`src/rtl/gfx_pkg.sv`:
```
// Shared framebuffer constants, engine state encoding and pixel address helper.
package gfx_pkg;
    localparam int SCREEN_W_DEF = 320;
    localparam int SCREEN_H_DEF = 200;
    localparam int ADDR_W       = 16;
    localparam int XW           = 9;
    localparam int YW           = 8;

    typedef enum logic [2:0] {
        IDLE,
        FILL,
        BLIT_RD,
        BLIT_WAIT,
        BLIT_WR
    } state_e;

    // Linear framebuffer address y*w + x, truncated to the bus width.
    function automatic logic [ADDR_W-1:0] pix_addr(input logic [XW:0] x,
                                                   input logic [YW:0] y,
                                                   input int unsigned w);
        return ADDR_W'(32'(y) * w + 32'(x));
    endfunction
endpackage

```
`src/rtl/blit_fill_engine_if.sv`:
```
// 1-bit-per-pixel framebuffer port between the engine (master) and memory (slave).
interface blit_fill_engine_if;
    import gfx_pkg::*;

    logic [ADDR_W-1:0] mem_addr;
    logic              mem_re;
    logic              mem_we;
    logic              mem_wdata;
    logic              mem_rdata;

    modport master (output mem_addr, mem_re, mem_we, mem_wdata, input mem_rdata);
    modport slave  (input mem_addr, mem_re, mem_we, mem_wdata, output mem_rdata);
endinterface

```
`src/rtl/rect_scanner.sv`:
```
// Walks pixel offsets over a w x h rectangle, x fastest, forward or backward,
// flagging the final pixel of the walk.
module rect_scanner
    import gfx_pkg::*;
#(
    parameter int SXW = XW,
    parameter int SYW = YW
) (
    input  logic           clk,
    input  logic           rst_n,
    input  logic           load,
    input  logic           step,
    input  logic           fwd_in,
    input  logic [SXW-1:0] w_in,
    input  logic [SYW-1:0] h_in,
    output logic [SXW-1:0] dx,
    output logic [SYW-1:0] dy,
    output logic           last,
    output logic           empty
);
    logic [SXW-1:0] w_q, w_d, dx_q, dx_d;
    logic [SYW-1:0] h_q, h_d, dy_q, dy_d;
    logic           fwd_q, fwd_d;

    assign dx    = dx_q;
    assign dy    = dy_q;
    assign empty = (w_q == '0) || (h_q == '0);
    assign last  = fwd_q ? ((dx_q == w_q - SXW'(1)) && (dy_q == h_q - SYW'(1)))
                         : ((dx_q == '0) && (dy_q == '0));

    always_comb begin
        w_d   = w_q;
        h_d   = h_q;
        fwd_d = fwd_q;
        dx_d  = dx_q;
        dy_d  = dy_q;
        if (load) begin
            w_d   = w_in;
            h_d   = h_in;
            fwd_d = fwd_in;
            dx_d  = fwd_in ? '0 : w_in - SXW'(1);
            dy_d  = fwd_in ? '0 : h_in - SYW'(1);
        end else if (step && !last && !empty) begin
            if (fwd_q) begin
                if (dx_q == w_q - SXW'(1)) begin
                    dx_d = '0;
                    dy_d = dy_q + SYW'(1);
                end else begin
                    dx_d = dx_q + SXW'(1);
                end
            end else begin
                if (dx_q == '0) begin
                    dx_d = w_q - SXW'(1);
                    dy_d = dy_q - SYW'(1);
                end else begin
                    dx_d = dx_q - SXW'(1);
                end
            end
        end
    end

    always_ff @(posedge clk or negedge rst_n) begin
        if (!rst_n) begin
            w_q   <= '0;
            h_q   <= '0;
            fwd_q <= 1'b0;
            dx_q  <= '0;
            dy_q  <= '0;
        end else begin
            w_q   <= w_d;
            h_q   <= h_d;
            fwd_q <= fwd_d;
            dx_q  <= dx_d;
            dy_q  <= dy_d;
        end
    end
endmodule

```
`src/rtl/blit_fill_engine.sv`:
```
// Rectangle fill and overlap-safe blit over a 1-bpp framebuffer; one shared
// rect_scanner supplies pixel offsets for both operations.
module blit_fill_engine
    import gfx_pkg::*;
#(
    parameter int SCREEN_W = SCREEN_W_DEF,
    parameter int SCREEN_H = SCREEN_H_DEF
) (
    input  logic                clk,
    input  logic                rst_n,
    input  logic [8:0]          x1,
    input  logic [7:0]          y1,
    input  logic [8:0]          x2,
    input  logic [7:0]          y2,
    input  logic [8:0]          op_width,
    input  logic [7:0]          op_height,
    input  logic                start_blit,
    input  logic                start_fill,
    input  logic                fill_value,
    output logic                busy,
    blit_fill_engine_if.master  mem
);
    localparam logic [9:0] SW10 = 10'(SCREEN_W);
    localparam logic [8:0] SH9  = 9'(SCREEN_H);

    state_e      state_q, state_d;
    logic [8:0]  x1_q, x1_d, x2_q, x2_d;
    logic [7:0]  y1_q, y1_d, y2_q, y2_d;
    logic        fill_q, fill_d, pix_q, pix_d;

    logic        sc_load, sc_step, sc_fwd, sc_last, sc_empty;
    logic [8:0]  sc_w, sc_dx;
    logic [7:0]  sc_h, sc_dy;

    logic [9:0]  x2c, xmax, wlim;
    logic [8:0]  y2c, ymax, hlim;
    logic [8:0]  fill_w, blit_w;
    logic [7:0]  fill_h, blit_h;
    logic        blit_fwd;

    logic [ADDR_W-1:0] src_addr, dst_addr, addr_c;
    logic              re_c, we_c, wdata_c;

    // Operation size from the raw inputs; only meaningful on the accept cycle.
    always_comb begin
        x2c    = (10'(x2) > SW10) ? SW10 : 10'(x2);
        fill_w = (x2c > 10'(x1)) ? 9'(x2c - 10'(x1)) : '0;
        y2c    = (9'(y2) > SH9) ? SH9 : 9'(y2);
        fill_h = (y2c > 9'(y1)) ? 8'(y2c - 9'(y1)) : '0;

        xmax   = (x1 > x2) ? 10'(x1) : 10'(x2);
        wlim   = (xmax < SW10) ? SW10 - xmax : '0;
        blit_w = (10'(op_width) < wlim) ? op_width : 9'(wlim);
        ymax   = (y1 > y2) ? 9'(y1) : 9'(y2);
        hlim   = (ymax < SH9) ? SH9 - ymax : '0;
        blit_h = (9'(op_height) < hlim) ? op_height : 8'(hlim);

        // Destination above/left of source copies forward; otherwise backward.
        blit_fwd = (y2 < y1) || ((y2 == y1) && (x2 <= x1));
    end

    rect_scanner #(.SXW(9), .SYW(8)) u_scan (
        .clk    (clk),
        .rst_n  (rst_n),
        .load   (sc_load),
        .step   (sc_step),
        .fwd_in (sc_fwd),
        .w_in   (sc_w),
        .h_in   (sc_h),
        .dx     (sc_dx),
        .dy     (sc_dy),
        .last   (sc_last),
        .empty  (sc_empty)
    );

    assign src_addr = pix_addr({1'b0, x1_q} + {1'b0, sc_dx}, {1'b0, y1_q} + {1'b0, sc_dy}, SCREEN_W);
    assign dst_addr = pix_addr({1'b0, x2_q} + {1'b0, sc_dx}, {1'b0, y2_q} + {1'b0, sc_dy}, SCREEN_W);

    always_comb begin
        state_d = state_q;
        x1_d    = x1_q;
        y1_d    = y1_q;
        x2_d    = x2_q;
        y2_d    = y2_q;
        fill_d  = fill_q;
        pix_d   = pix_q;
        sc_load = 1'b0;
        sc_step = 1'b0;
        sc_fwd  = 1'b1;
        sc_w    = fill_w;
        sc_h    = fill_h;
        re_c    = 1'b0;
        we_c    = 1'b0;
        wdata_c = 1'b0;
        addr_c  = src_addr;
        case (state_q)
            IDLE: begin
                if (start_blit || start_fill) begin
                    x1_d    = x1;
                    y1_d    = y1;
                    x2_d    = x2;
                    y2_d    = y2;
                    fill_d  = fill_value;
                    sc_load = 1'b1;
                    state_d = FILL;
                    if (start_blit) begin
                        sc_w   = blit_w;
                        sc_h   = blit_h;
                        sc_fwd = blit_fwd;
                        // An empty blit borrows FILL's single no-write cycle.
                        if ((blit_w != '0) && (blit_h != '0)) state_d = BLIT_RD;
                    end
                end
            end
            FILL: begin
                we_c    = !sc_empty;
                wdata_c = fill_q;
                sc_step = 1'b1;
                if (sc_empty || sc_last) state_d = IDLE;
            end
            BLIT_RD: begin
                re_c    = 1'b1;
                state_d = BLIT_WAIT;
            end
            BLIT_WAIT: begin
                pix_d   = mem.mem_rdata;
                state_d = BLIT_WR;
            end
            BLIT_WR: begin
                we_c    = 1'b1;
                addr_c  = dst_addr;
                wdata_c = pix_q;
                sc_step = 1'b1;
                state_d = sc_last ? IDLE : BLIT_RD;
            end
            default: state_d = IDLE;
        endcase
    end

    always_ff @(posedge clk or negedge rst_n) begin
        if (!rst_n) begin
            state_q <= IDLE;
            x1_q    <= '0;
            y1_q    <= '0;
            x2_q    <= '0;
            y2_q    <= '0;
            fill_q  <= 1'b0;
            pix_q   <= 1'b0;
        end else begin
            state_q <= state_d;
            x1_q    <= x1_d;
            y1_q    <= y1_d;
            x2_q    <= x2_d;
            y2_q    <= y2_d;
            fill_q  <= fill_d;
            pix_q   <= pix_d;
        end
    end

    assign busy          = (state_q != IDLE);
    assign mem.mem_addr  = addr_c;
    assign mem.mem_re    = re_c;
    assign mem.mem_we    = we_c;
    assign mem.mem_wdata = wdata_c;
endmodule

```
`src/flat_wrapper.sv`:
```
// flat-port wrapper written by rule: the top's interface ports become plain ports
module blit_fill_engine_flat import gfx_pkg::*;
#(
    parameter int SCREEN_W = SCREEN_W_DEF,
    parameter int SCREEN_H = SCREEN_H_DEF
)
  (clk, rst_n, x1, y1, x2, y2, op_width, op_height, start_blit, start_fill, fill_value, busy, mem_mem_addr, mem_mem_re, mem_mem_we, mem_mem_wdata, mem_mem_rdata);
  blit_fill_engine_if mem_i ();
  input  logic clk;
  input  logic rst_n;
  input  logic [8:0] x1;
  input  logic [7:0] y1;
  input  logic [8:0] x2;
  input  logic [7:0] y2;
  input  logic [8:0] op_width;
  input  logic [7:0] op_height;
  input  logic start_blit;
  input  logic start_fill;
  input  logic fill_value;
  output logic busy;
  output wire logic [$bits(mem_i.mem_addr)-1:0] mem_mem_addr;
  output wire logic [$bits(mem_i.mem_re)-1:0] mem_mem_re;
  output wire logic [$bits(mem_i.mem_we)-1:0] mem_mem_we;
  output wire logic [$bits(mem_i.mem_wdata)-1:0] mem_mem_wdata;
  input wire logic [$bits(mem_i.mem_rdata)-1:0] mem_mem_rdata;
  assign mem_mem_addr = mem_i.mem_addr;
  assign mem_mem_re = mem_i.mem_re;
  assign mem_mem_we = mem_i.mem_we;
  assign mem_mem_wdata = mem_i.mem_wdata;
  assign mem_i.mem_rdata = mem_mem_rdata;
  blit_fill_engine #(.SCREEN_W(SCREEN_W), .SCREEN_H(SCREEN_H)) u_core (.clk(clk), .rst_n(rst_n), .x1(x1), .y1(y1), .x2(x2), .y2(y2), .op_width(op_width), .op_height(op_height), .start_blit(start_blit), .start_fill(start_fill), .fill_value(fill_value), .busy(busy), .mem(mem_i));
endmodule
```
`config.mk`:
```
export PLATFORM = sky130hd
export DESIGN_NAME = blit_fill_engine_flat
export DESIGN_NICKNAME = d
export VERILOG_FILES = /design/src/rtl/gfx_pkg.sv /design/src/rtl/blit_fill_engine_if.sv /design/src/rtl/rect_scanner.sv /design/src/rtl/blit_fill_engine.sv /design/src/flat_wrapper.sv
export SDC_FILE = /design/constraint.sdc
export NUM_CORES = 1
export LEC_CHECK = 0
export CORE_MARGIN = 5
export CORE_UTILIZATION = 25
export CTS_BUF_LIST = sky130_fd_sc_hd__clkbuf_2 sky130_fd_sc_hd__clkbuf_4 sky130_fd_sc_hd__clkbuf_8
export DETAILED_ROUTE_END_ITERATION = 6
export PLACE_DENSITY = 0.43
export SYNTH_ARGS = -nofsm -noshare
export SYNTH_HDL_FRONTEND = slang
export SYNTH_SLANG_ARGS = --single-unit
```
`constraint.sdc`:
```
create_clock -name clk -period 11.2 [get_ports clk]
set_clock_uncertainty 0.1 [all_clocks]
set_input_delay 2.24 -clock clk [delete_from_list [all_inputs] [get_ports clk]]
set_output_delay 2.24 -clock clk [all_outputs]
set_load 0.005 [all_outputs]
```
==> flow_summary.json, run 1 <==
{
  "status": "completed",
  "r2r_cells": 10,
  "synth_nets": 1475,
  "cap_violations": 0,
  "cp-start-kind": "input pin",
  "clk_pin_slew_worst_paths_ns": 0.08,
  "ys_warn_count": 0,
  "hpwl_um": 25900,
  "ys_seq_area_share_pct": 18.4,
  "synth_common_cells": "ha_1, nand2_1, inv_1, a21oi_1, xnor2_1",
  "ctsResizeCount": 0,
  "ant_nets": 0,
  "dieWidth_um": 211,
  "synthArstFlopShare_pct": 100,
  "cts_buffers": 9,
  "fin_util_pct": 29.0,
  "clock_path_buffers": 2,
  "worstPathMaxFanout": 12,
  "fin_crit_ns": 9.13,
  "start_util_pct": 25.3,
  "synthToLayoutAreaGrowth_pct": 14.6,
  "die_area_sq_um": 44400,
  "hold_depth": 2,
  "drcViolationCount": 0,
  "drive_gt1_share_pct": 5.37,
  "crit_type": "in2reg",
  "grt_pass1_wl_um": 50600,
  "io_buffers": 76,
  "firstDrtPassIters": 5,
  "syn_area_per_cell_sq_um": 7.95,
  "worstPathArrival_ns": 9.26,
  "routed_wl_um": 31700,
  "required_ns": 11.33,
  "clock.fmax_mhz": 110,
  "cts_tree": "done",
  "postCtsSetupBuffers": 0,
  "fillers": 4412,
  "fin_nets": 1524,
  "htree_levels": 3,
  "yosys_register_bits": 74,
  "drtIter0Drc": 596,
  "slew_viol_final": 0,
  "synth_top_area_share_pct": 18.4,
  "grt_max_degree": 102,
  "antenna_found_initial": 0,
  "vias": 9124,
  "rows": 73,
  "end_kind": "register",
  "netlist_area_sq_um": 10100,
  "worst_pin_slew_ns": 0.965,
  "place_congestion": 0.882,
  "rsz0062_at_grt": "false",
  "grt_usage_pct": 14.1,
  "ios": 77,
  "setup_viol": 0,
  "fin_crit_sh_pct": 81.5,
  "hold_viol": 0,
  "synth_flop_cell": "dfrtp_1",
  "chipHeight_um": 211,
  "ys_types": 90,
  "worstHoldPathType": "reg2reg",
  "finalSetupTns_ns": 0,
  "cts_hold_buf": 0,
  "numClockSinks": 74,
  "core_sq_um": 39800,
  "synth_area_leader_cell": "dfrtp_1",
  "synth_area_leaders": "dfrtp_1, ha_1, xnor2_1",
  "syn_inst": 1267,
  "overflow": 0,
  "clock-root-buffer": "clkbuf_8",
  "antenna_cells": 0,
  "wl_per_cell_um": 17.2,
  "slew_headroom_pct": 35.7,
  "synth_edf_count": 0,
  "synth.most_common_cell": "ha_1",
  "clk_latency_ns": 0.38,
  "avgViaCountPerCell": 4.94,
  "grt_pass1_vias": 8980
}
[metrics by stage]
step	instances	instance area (sq um)	setup slack, ns	hold slack [ns]
after global routing	1846	11500	1.55	0.413
final	1846	11500	2.07	0.383
after global placement	1830	11400	1.85	0.369
after CTS	1846	11500	2.14	0.389
after detailed placement	1830	11400	1.74	0.370
after floorplan	1267	10100	3.62	0.346
[cell type report]
class,instances,area [sq um],share of cell area [%]
Clock buffer,11,145,1.26
Clock inverter,5,40.0,0.347
Inverter,113,424,3.68
Multi-Input combinational cell,1035,7610,66.0
Sequential cell,74,1850,16.0
Tap cell,525,657,5.69
Timing Repair Buffer,83,811,7.03
[worst max-delay path: stages]
cell             delay [ns]
clkdlybuf4s50_1        0.67
inv_1                  0.15
ha_1                   0.34
o21a_1                 0.13
nor2_1                 0.03
a311o_1                0.47
a21oi_1                0.72
mux2i_1                0.27
ha_1                   0.26
nand2b_1               0.15
a211oi_1               0.08
a31oi_1                0.19
or4b_1                 0.52
nand2b_1               0.21
ha_1                   0.19
a21o_1                 0.17
a211oi_1               0.23
nor2_1                 0.10
o32ai_2                0.51
and2_1                 0.47
o21a_1                 0.20
o21a_1                 0.14
ha_1                   0.18
o2111a_1               0.24
nand4_1                0.13
xnor2_1                0.17
o22ai_1                0.09
[layout by cell type (no fill, tap or decap), types with 12 or more instances in the layout]
| cell type | n |
|---|---|
| a21oi_1 | 90 |
| mux2i_1 | 12 |
| xnor2_1 | 86 |
| fa_1 | 15 |
| a21o_1 | 25 |
| ha_1 | 136 |
| a211oi_1 | 12 |
| nor3_1 | 30 |
| inv_1 | 113 |
| nor2_1 | 68 |
| xor2_1 | 33 |
| nand4_1 | 15 |
| nand2_1 | 133 |
| clkdlybuf4s50_1 | 75 |
| dfrtp_1 | 74 |
| nand3_1 | 26 |
| and3_1 | 14 |
| o21a_1 | 15 |
| o21bai_1 | 24 |
| o21ai_0 | 84 |
| nor4_1 | 17 |
[registers in the layout (all words and copies together), names as in the netlist]
| name | count |
|---|---|
| u_core.fill_q | 1 |
| u_core.pix_q | 1 |
| u_core.state_q | 3 |
| u_core.u_scan.dx | 9 |
| u_core.u_scan.dy | 8 |
| u_core.u_scan.fwd_q | 1 |
| u_core.u_scan.h_q | 8 |
| u_core.u_scan.w_q | 9 |
| u_core.x1_q | 9 |
| u_core.x2_q | 9 |
| u_core.y1_q | 8 |
| u_core.y2_q | 8 |
[cell families (layout without fill, tap and decap cells)]
family	after synthesis	count (layout)	share of synthesized area (%)
DFF	74	74	18.4
muxes	20	20	2.13
xor gates and xnor gates	120	120	10.6
buffers and inverters	158	212	6.19
and+or+nand+nor	389	389	19.5
adders and majority gates	151	151	19.9
AOI/OAI and AO/OA	355	355	23.4
[worst paths after layout]
kind | slack (ns) | start | end
max reg2reg | 7.27 | u_core.u_scan.w_q[2] | u_core.u_scan.dx[8]
max in group asynchronous | 8.32 | rst_n | u_core.state_q[2]
max | 2.07 | x2[6] | u_core.u_scan.dx[8]
min | 0.38 | u_core.x1_q[8] | u_core.x1_q[8]
min reg2reg | 0.38 | u_core.x1_q[8] | u_core.x1_q[8]
min in group asynchronous | 1.64 | rst_n | u_core.x2_q[5]
[layer usage]
layer	share of wire, %	vias to the layer above	GRT usage, %
li1	-	4645	-
met3	3.0	23	1.56
met2	44	155	21.9
met1	52	4301	21.0
met4	1.3	0	3.11
met5	0	-	0
Power of run 1 is left out: the tool's default activity adds up to more than one toggle a clock period on the data nets, which glitch-free logic cannot reach.
==> run 2, diff against run 1 <==
==> constraint.sdc (replaced) <==
create_clock -name clk -period 9.6 [get_ports clk]
set_clock_uncertainty 0.1 [all_clocks]
set_input_delay 1.92 -clock clk [delete_from_list [all_inputs] [get_ports clk]]
set_output_delay 1.92 -clock clk [all_outputs]
set_load 0.005 [all_outputs]
==> run 2 against run 1 <==
Utilization up 0.18 points; first-iteration DRC count down 2.9%; sequential cell count unchanged; worst hold slack about the same; register-to-register slack worse by 1.6 ns; non-clock buffer count up 3; count of clock-buffer cells in the layout down 1; critical path depth unchanged; die area unchanged; final area up 0.63%; highest routed layer unchanged.
==> flow_summary.json, run 2 (synthesized netlist as in run 1, its figures left out) <==
{
  "dieWidth_um": 211,
  "antenna_found_initial": 0,
  "avgViaCountPerCell": 4.96,
  "rows": 73,
  "cts_hold_buf": 0,
  "finalSetupTns_ns": 0,
  "worst_pin_slew_ns": 0.954,
  "grt_pass1_wl_um": 51200,
  "fin_crit_ns": 8.36,
  "met3WireLength_um": 879,
  "path_delay_family": "compound AO/OA/AOI/OAI gates",
  "multi_input_area_sq_um": 7610,
  "clock_path_buffers": 2,
  "drtIter0Drc": 579,
  "grt_usage_pct": 14.2,
  "dr_wl_met2_um": 14400,
  "cap_violations": 0,
  "slew_headroom_pct": 36.4,
  "r2r_slack_ns": 5.63,
  "fin_crit_sh_pct": 87.0,
  "wl_per_cell_um": 17.2,
  "r2r-end": "u_core.u_scan.dx[8]",
  "cts_buffers": 9,
  "ios": 77,
  "clk_pin_slew_worst_paths_ns": 0.07,
  "vias": 9174,
  "path_buf_inv": 2,
  "clk_latency_ns": 0.37,
  "slowest_delay_ns": 0.61,
  "firstDrtPassIters": 5,
  "fillers": 4435,
  "crit_type": "in2reg",
  "antenna_cells": 0,
  "overflow": 0,
  "die_area_sq_um": 44400,
  "routed_wl_um": 31900,
  "layout_commonest_cell": "ha_1",
  "place_congestion": 0.901,
  "clock-root-buffer": "clkbuf_8",
  "drt-met1-wl_um": 16200,
  "drcViolationCount": 0,
  "r2r-start": "u_core.u_scan.w_q[2]",
  "status": "completed",
  "chipHeight_um": 211,
  "rsz0062_at_grt": "false",
  "drive_gt1_share_pct": 5.52,
  "clock.fmax_mhz": 120,
  "setup_viol": 0,
  "crit_path_frequent_cell": "ha_1",
  "r2r_cells": 10,
  "synthToLayoutAreaGrowth_pct": 15.3,
  "numClockSinks": 74,
  "cp-start-kind": "input pin",
  "start_util_pct": 25.3,
  "ctsResizeCount": 0,
  "seq_area_sq_um": 1850,
  "worstHoldPathType": "reg2reg",
  "required_ns": 9.71,
  "fin_nets": 1527,
  "cp_slowest_cell": "clkdlybuf4s50_1",
  "htree_levels": 3,
  "worstPathMaxFanout": 12,
  "hold_end": "u_core.x1_q[8]",
  "grt_pass1_vias": 9256,
  "hold_depth": 2,
  "ant_nets": 0,
  "highest_layer": "met4",
  "cts_tree": "done",
  "hp-start": "u_core.x1_q[8]",
  "hold_viol": 0,
  "core_sq_um": 39800,
  "slew_viol_final": 0,
  "hpwl_um": 26100,
  "postCtsSetupBuffers": 0,
  "end_kind": "register",
  "worstPathArrival_ns": 8.47,
  "grt_max_degree": 102,
  "io_buffers": 76,
  "layout_common_cells": "ha_1, nand2_1, inv_1"
}
-- run 2: cell count changes in the layout (fill, tap and decap cells not counted) --
cell        previous run  this run
buf_4                  8        11
bufinv_16              0         3
clkinvlp_4             3         0
clkbuf_8              10         9
clkinv_2               0         1
clkinv_4               2         1
-- run 2: tightest hold or removal path: cells and delay by family (launching register included) --
| kind | cells | cell delay [ns] |
|---|---|---|
| compound gates | 1 | 0.06 |
| flops | 1 | 0.34 |
| simple gates | 1 | 0.05 |
-- run 2: worst max-delay path by stage --
| stage | startpoint | end | slack, ns | cells past startpoint |
|---|---|---|---|---|
| global placement | x2[6] | u_core.u_scan.dx[8] | 1.05 | 24 |
| global route | x2[6] | u_core.u_scan.dx[8] | 0.66 | 27 |
| floorplan | x2[5] | u_core.u_scan.dx[8] | 2.34 | 28 |
| detailed placement | x2[6] | u_core.u_scan.dx[8] | 0.91 | 24 |
| CTS | x2[6] | u_core.u_scan.dx[8] | 1.29 | 24 |
| finish | x2[6] | u_core.u_scan.dx[8] | 1.24 | 27 |
-- run 2: per-stage QoR --
stage	hold slack, ns	util [%]	worst slack [ns]	cells	cell area [sq um]
floorplan	0.346	-	2.34	1267	10100
global placement	0.368	28.6	1.05	1833	11400
detailed placement	0.367	28.6	0.907	1833	11400
CTS	0.389	29.2	1.29	1848	11600
global route	0.416	29.2	0.662	1848	11600
finish	0.382	29.2	1.24	1848	11600
-- run 2: layout make-up --
class                   count  share of cell area (%)
clock buffers              10                    1.13
multi-input cells        1035                    65.5
well taps                 525                    5.66
repair buffers             86                    7.18
clock inverters             5                   0.894
inverters                 113                    3.65
flip-flops and latches     74                    15.9
-- run 2: per-layer routing --
layer | GRT usage, % | up-vias
met5 | 0 | -
met4 | 2.57 | 0
met3 | 1.53 | 20
met2 | 22.6 | 139
met1 | 21.0 | 4363
li1 | - | 4652
Power of run 2 is left out for the same reason.
